`src/rtl/fp16_norm_round.sv`:
```
// FP16 add/sub back end: normalizes the raw magnitude sum from the adder stage,
// rounds to nearest-even and packs an IEEE-754 binary16 result.
// Two registered stages (leading-zero count, then shift/round/pack) with
// valid/ready flow control on both sides.
module fp16_norm_round (
  input  logic        clk,
  input  logic        rst,
  input  logic        in_valid,
  output logic        in_ready,
  input  logic        in_sign,
  input  logic [4:0]  in_exp,
  input  logic [21:0] in_mant,
  output logic        out_valid,
  input  logic        out_ready,
  output logic [15:0] out_data,
  output logic        out_overflow,
  output logic        out_inexact
);

  // Stage 0 state: operand plus the normalization decision
  logic        s0_valid_q;
  logic        s0_sign_q;
  logic [21:0] s0_mant_q;
  logic        s0_zero_q,  s0_zero_d;
  logic        s0_rsh_q,   s0_rsh_d;   // carry-out: shift right by one
  logic [4:0]  s0_shl_q,   s0_shl_d;   // left shift amount otherwise
  logic [6:0]  s0_exp_q,   s0_exp_d;   // never negative, so kept unsigned

  // Output stage state
  logic        out_valid_q;
  logic [15:0] out_data_q,  out_data_d;
  logic        out_ovf_q,   out_ovf_d;
  logic        out_inx_q,   out_inx_d;

  logic        s0_en, s1_en;
  logic [4:0]  lz;

  // A stage can advance when it is empty or its consumer is advancing
  assign s1_en    = !out_valid_q | out_ready;
  assign s0_en    = !s0_valid_q  | s1_en;
  assign in_ready = s0_en;

  // Leading zeros of the integer+fraction field; 21 only when it is all zero
  always_comb begin
    lz = 5'd21;
    for (int i = 0; i < 21; i++)
      if (in_mant[i]) lz = 5'(20 - i);
  end

  // Normalization decision: right-shift on carry, left-shift on cancellation,
  // and clamp to the denormal range when the exponent would run out
  always_comb begin
    s0_zero_d = (in_mant == 22'd0);
    s0_rsh_d  = 1'b0;
    s0_shl_d  = 5'd0;
    s0_exp_d  = 7'd0;
    if (in_mant[21]) begin
      s0_rsh_d = 1'b1;
      s0_exp_d = {2'b00, in_exp} + 7'd1;
    end else if (lz < in_exp) begin
      s0_shl_d = lz;
      s0_exp_d = {2'b00, in_exp} - {2'b00, lz};
    end else begin
      s0_shl_d = in_exp - 5'd1;
      s0_exp_d = 7'd0;
    end
  end

  // Stage 0 register
  always_ff @(posedge clk) begin
    if (rst) begin
      s0_valid_q <= 1'b0;
      s0_sign_q  <= 1'b0;
      s0_mant_q  <= 22'd0;
      s0_zero_q  <= 1'b0;
      s0_rsh_q   <= 1'b0;
      s0_shl_q   <= 5'd0;
      s0_exp_q   <= 7'd0;
    end else if (s0_en) begin
      s0_valid_q <= in_valid;
      if (in_valid) begin
        s0_sign_q <= in_sign;
        s0_mant_q <= in_mant;
        s0_zero_q <= s0_zero_d;
        s0_rsh_q  <= s0_rsh_d;
        s0_shl_q  <= s0_shl_d;
        s0_exp_q  <= s0_exp_d;
      end
    end
  end

  // Shift, round-to-nearest-even and pack
  logic [19:0] m;
  logic [9:0]  frac;
  logic        guard, sticky, rnd;
  logic [10:0] frac_sum;
  logic [6:0]  e_r;

  always_comb begin
    // Bits above the integer position are zero after normalization
    m        = 20'(s0_rsh_q ? (s0_mant_q >> 1) : (s0_mant_q << s0_shl_q));
    frac     = m[19:10];
    guard    = m[9];
    sticky   = (|m[8:0]) | (s0_rsh_q & s0_mant_q[0]);
    rnd      = guard & (sticky | frac[0]);
    frac_sum = {1'b0, frac} + {10'd0, rnd};
    // Fraction carry bumps the exponent; also promotes a denormal to e=1
    e_r      = s0_exp_q + {6'd0, frac_sum[10]};
    out_data_d = {s0_sign_q, e_r[4:0], frac_sum[9:0]};
    out_ovf_d  = 1'b0;
    out_inx_d  = guard | sticky;
    if (s0_zero_q) begin
      out_data_d = 16'h0000;
      out_inx_d  = 1'b0;
    end else if (e_r >= 7'd31) begin
      out_data_d = {s0_sign_q, 5'h1F, 10'h000};
      out_ovf_d  = 1'b1;
      out_inx_d  = 1'b1;
    end
  end

  // Output register; holds while the consumer stalls
  always_ff @(posedge clk) begin
    if (rst) begin
      out_valid_q <= 1'b0;
      out_data_q  <= 16'h0000;
      out_ovf_q   <= 1'b0;
      out_inx_q   <= 1'b0;
    end else if (s1_en) begin
      out_valid_q <= s0_valid_q;
      if (s0_valid_q) begin
        out_data_q <= out_data_d;
        out_ovf_q  <= out_ovf_d;
        out_inx_q  <= out_inx_d;
      end
    end
  end

  assign out_valid    = out_valid_q;
  assign out_data     = out_data_q;
  assign out_overflow = out_ovf_q;
  assign out_inexact  = out_inx_q;

endmodule
```
`config.mk`:
```
export PLATFORM = sky130hd
export DESIGN_NAME = fp16_norm_round
export DESIGN_NICKNAME = d
export VERILOG_FILES = /design/src/rtl/fp16_norm_round.sv
export SDC_FILE = /design/constraint.sdc
export NUM_CORES = 1
export LEC_CHECK = 0
export CAP_MARGIN = 20
export CORE_MARGIN = 2
export CORE_UTILIZATION = 50
export DETAILED_ROUTE_END_ITERATION = 12
export DONT_BUFFER_PORTS = 1
export GPL_TIMING_DRIVEN = 0
export PLACE_DENSITY_LB_ADDON = 0.1
export SLEW_MARGIN = 20
export SYNTH_ARGS = -nofsm -noshare
export SYNTH_HDL_FRONTEND = slang
export SYNTH_SLANG_ARGS = --single-unit
```
`constraint.sdc`:
```
create_clock -name clk -period 12.95 [get_ports clk]
set_input_delay 2.59 -clock clk [delete_from_list [all_inputs] [get_ports clk]]
set_output_delay 2.59 -clock clk [all_outputs]
set_load 0.01 [all_outputs]
```
==> run_results.csv <==
group,metric,value,unit
clocking,cts_tree,"done",
die,core_area,0.00822,sq mm
critical_path,arrival,2930,ps
timing,maxSlewViolCount,0,
critical_path,reg2reg_to,"out_data[9]$_SDFFE_PP0P_",
clocking,clock_path_buffers,2,
die,rows,33,
logic_synthesis,synth_fp_nets,555,
timing,worstMarginPinSlew,681,ps
timing,period_needed,5520,ps
critical_path,path_cells,"nor2b_1 > nand2_1",
worst_hold_path,min_to,"s0_sign_q$_SDFFE_PP0P_",
clocking,ctsResizeCount,0,
worst_hold_path,hp-class,"flop to flop",
clocking,clkLatencyLatePin,300,ps
critical_path,r2r_cells,24,
die,start_util,0.513,
final_layout,drive_gt1_frac,0.0694,
clocking,clock_sinks,56,
die,die_x,95.8,microns
clocking,cts_setup_buffers,0,
clocking,cts_buffers,5,
timing,maxSlewHeadroom,0.545,
logic_synthesis,yosysSeqAreaShare,0.266,
logic_synthesis,ys_warn_count,0,
logic_synthesis,synthArstFlopShare,0,
power,power_density,90.5,mW/mm^2
flow_run,cap_viol_max_count,0,
die,io_pins,52,
global_routing,grt_pass1_wl,19.4,mm
placement,dp_hpwl,9.49,mm
critical_path,crit_slowest_cell,"nor2b_1",
routing,vias,4014,
routing,drc,0,
logic_synthesis,synth_top_area_frac,0.266,
placement,port-buffer-count,0,
power,power,404,uW
timing,setup-tns-final,0,ps
logic_synthesis,synth_flop_cell,"dfxtp_1",
logic_synthesis,synth-seq-cells,56,
logic_synthesis,postSynthCellCount,511,
critical_path,rrSetupSlack,7840,ps
logic_synthesis,synth_edf_count,0,
outcome,status,"finished clean",
timing,setup_viol,0,
routing,via_per_inst,6.43,
logic_synthesis,syn_avg_cell_area,8.25,sq um
die,die_h,95.8,microns
global_routing,grt_max_degree,18,
global_routing,overflow,0,
clocking,clockRootBuffer,"clkbuf_8",
timing,rsz0062_at_grt,"no",
critical_path,crit_path_start,"out_ready",
timing,fmaxAchievable,0.181,GHz
final_layout,area_growth,5.99,%
clocking,h-tree-depth,2,
global_routing,grt.total_usage,0.274,
logic_synthesis,synthTopCellsByArea,"dfxtp_1 (27%), mux2i_1 (6.4%), nand2_1 (6.4%)",
critical_path,path_max_fanout,4,
critical_path,end_kind,"output port",
routing,first_pass_iters,5,
critical_path,startpoint_type,"primary input",
routing,postRouteAntennaNets,0,
timing,hold_viol_final,0,
routing,wl_per_cell,19.3,microns
final_layout,final_nets,562,
clocking,hold_buffers,0,
critical_path,critPathTopFamily,"simple AND/OR/NAND/NOR gates",
logic_synthesis,synthDistinctLibCells,68,
global_routing,antenna_found_initial,0,
die,die_area,0.00919,sq mm
global_routing,grt_pass1_vias,3878,
timing,holdWs,468,ps
final_layout,antennaDiodeCount,0,
critical_path,slowest_delay,180,ps
critical_path,worstSetupPathType,"primary input to output port",
critical_path,regToRegStartpoint,"s0_shl_q[0]$_SDFFE_PP0P_",
clocking,clk_pin_slew_worst_paths,100,ps
placement,gp_congestion,0.970,
power,power_leakage,1.57,nW
worst_hold_path,holdPathStages,2,
placement,placed_area,0.00435,sq mm
timing,finalClockSkew,14.5,ps
logic_synthesis,yosys.area.top_type,"dfxtp_1",
critical_path,cp_num_buf_inv,0,
routing,routed_wirelength,12.0,mm
logic_synthesis,synth_area,0.00422,sq mm
power,vdd_drop_max,0.0599,mV
timing,final.period_utilization,0.426,
critical_path,required,10360,ps
worst_hold_path,min_from,"s0_sign_q$_SDFFE_PP0P_",
final_layout,postLayoutCellArea,0.00447,sq mm
routing,drtIter0Drc,249,
## synthesized netlist by cell type, drive strengths merged, types with 4 or more instances
master and n:
nand2 72, dfxtp 56, nor2 48, a21oi 45, mux2i 27, clkbuf 26, mux4 18, nor3 18
inv 14, nand3 14, xnor2 13, buf 12, o21ai 12, ha 11, a211oi 9, nor4 9
nand2b 8, a221oi 6, a22oi 6, nor2b 6, a21o 5, a22o 5, xor2 5, and2 4
and3 4, o21bai 4, o31ai 4, or3 4
## worst reg2reg max path: stages, from the launching register on
cell and delay, ps:
dfxtp_1 420, buf_6 190, buf_4 210, buf_4 240, mux2i_1 300, o21ai_0 120, a31oi_1 190, o31a_1 230
o21bai_1 80, a211oi_1 230, ha_1 240, ha_1 180, o21ai_1 140, nor2_1 200, nand2_1 70, nor2_1 160
ha_1 200, ha_1 180, nand3_1 130, xor2_1 150, a31o_2 230, o311a_1 310, nor2b_1 410, nand4_1 150
nand3_1 100
## cell usage in the layout, fill, tap and decap left out, types with 7 or more instances in the layout
| master | Yosys | final |
|---|---|---|
| a211oi_1 | 9 | 9 |
| a21oi_1 | 45 | 45 |
| clkbuf_1 | 26 | 26 |
| dfxtp_1 | 56 | 56 |
| ha_1 | 11 | 11 |
| inv_1 | 14 | 14 |
| mux2i_1 | 27 | 27 |
| mux4_1 | 7 | 7 |
| mux4_2 | 11 | 11 |
| nand2_1 | 72 | 72 |
| nand2b_1 | 8 | 8 |
| nand3_1 | 14 | 14 |
| nor2_1 | 48 | 48 |
| nor3_1 | 18 | 18 |
| nor4_1 | 8 | 8 |
| o21ai_0 | 10 | 10 |
| xnor2_1 | 13 | 13 |
## flip-flops by register name (all words and copies together), names as in the netlist
name / count
out_data: 16
s0_valid_q: 1
out_inexact: 1
s0_zero_q: 1
out_valid: 1
s0_shl_q: 5
s0_sign_q: 1
s0_mant_q: 22
s0_exp_q: 7
out_overflow: 1
## report_power, final
group          internal, mW  switching [mW]  leakage (nW)
combinational        0.0390          0.0535          1.05
sequential            0.181          0.0115         0.458
clock                0.0633          0.0562        0.0614
## routing by layer
layer	track usage	up-vias	routed length, microns
li1	-	1899	-
met1	0.360	1916	5220
met2	0.448	172	5650
met3	0.0478	27	779
met4	0.107	0	376
met5	0	-	0
## worst max path at each step
stage	depth (start not counted)	endpoint	slack (ps)
3_3_place_gp	17	s0_exp_q[3]$_SDFFE_PP0P_	7210
4_1_cts	2	in_ready	7420
5_1_grt	17	s0_exp_q[3]$_SDFFE_PP0P_	7170
2_1_floorplan	2	in_ready	7460
6_report	2	in_ready	7430
3_5_place_dp	17	s0_exp_q[3]$_SDFFE_PP0P_	7110
## kinds of logic after synthesis
logic type | after synthesis | share of synthesized area
compound gates | 131 | 0.218
flops | 56 | 0.266
xor+xnor | 18 | 0.0374
fa+ha+maj | 12 | 0.0374
simple gates | 196 | 0.215
mux | 46 | 0.169
buf+inv | 52 | 0.0575
## per-stage QoR
step	std cells	setup WS, ps	utilization
final	624	7430	0.544
after global routing	624	7170	0.544
after CTS	624	7420	0.544
after detailed placement	616	7110	0.529
after global placement	616	7210	0.529
after floorplan	511	7460	-
## layout make-up
| class | count | area, sq um |
|---|---|---|
| Multi-Input combinational cell | 403 | 2850 |
| Buffer | 38 | 190 |
| Inverter | 14 | 52.6 |
| Clock inverter | 2 | 38.8 |
| Fill cell | 787 | 3750 |
| Sequential cell | 56 | 1120 |
| Tap cell | 105 | 131 |
| Clock buffer | 6 | 82.6 |
No activity file was read; power rests on OpenSTA's default activity.
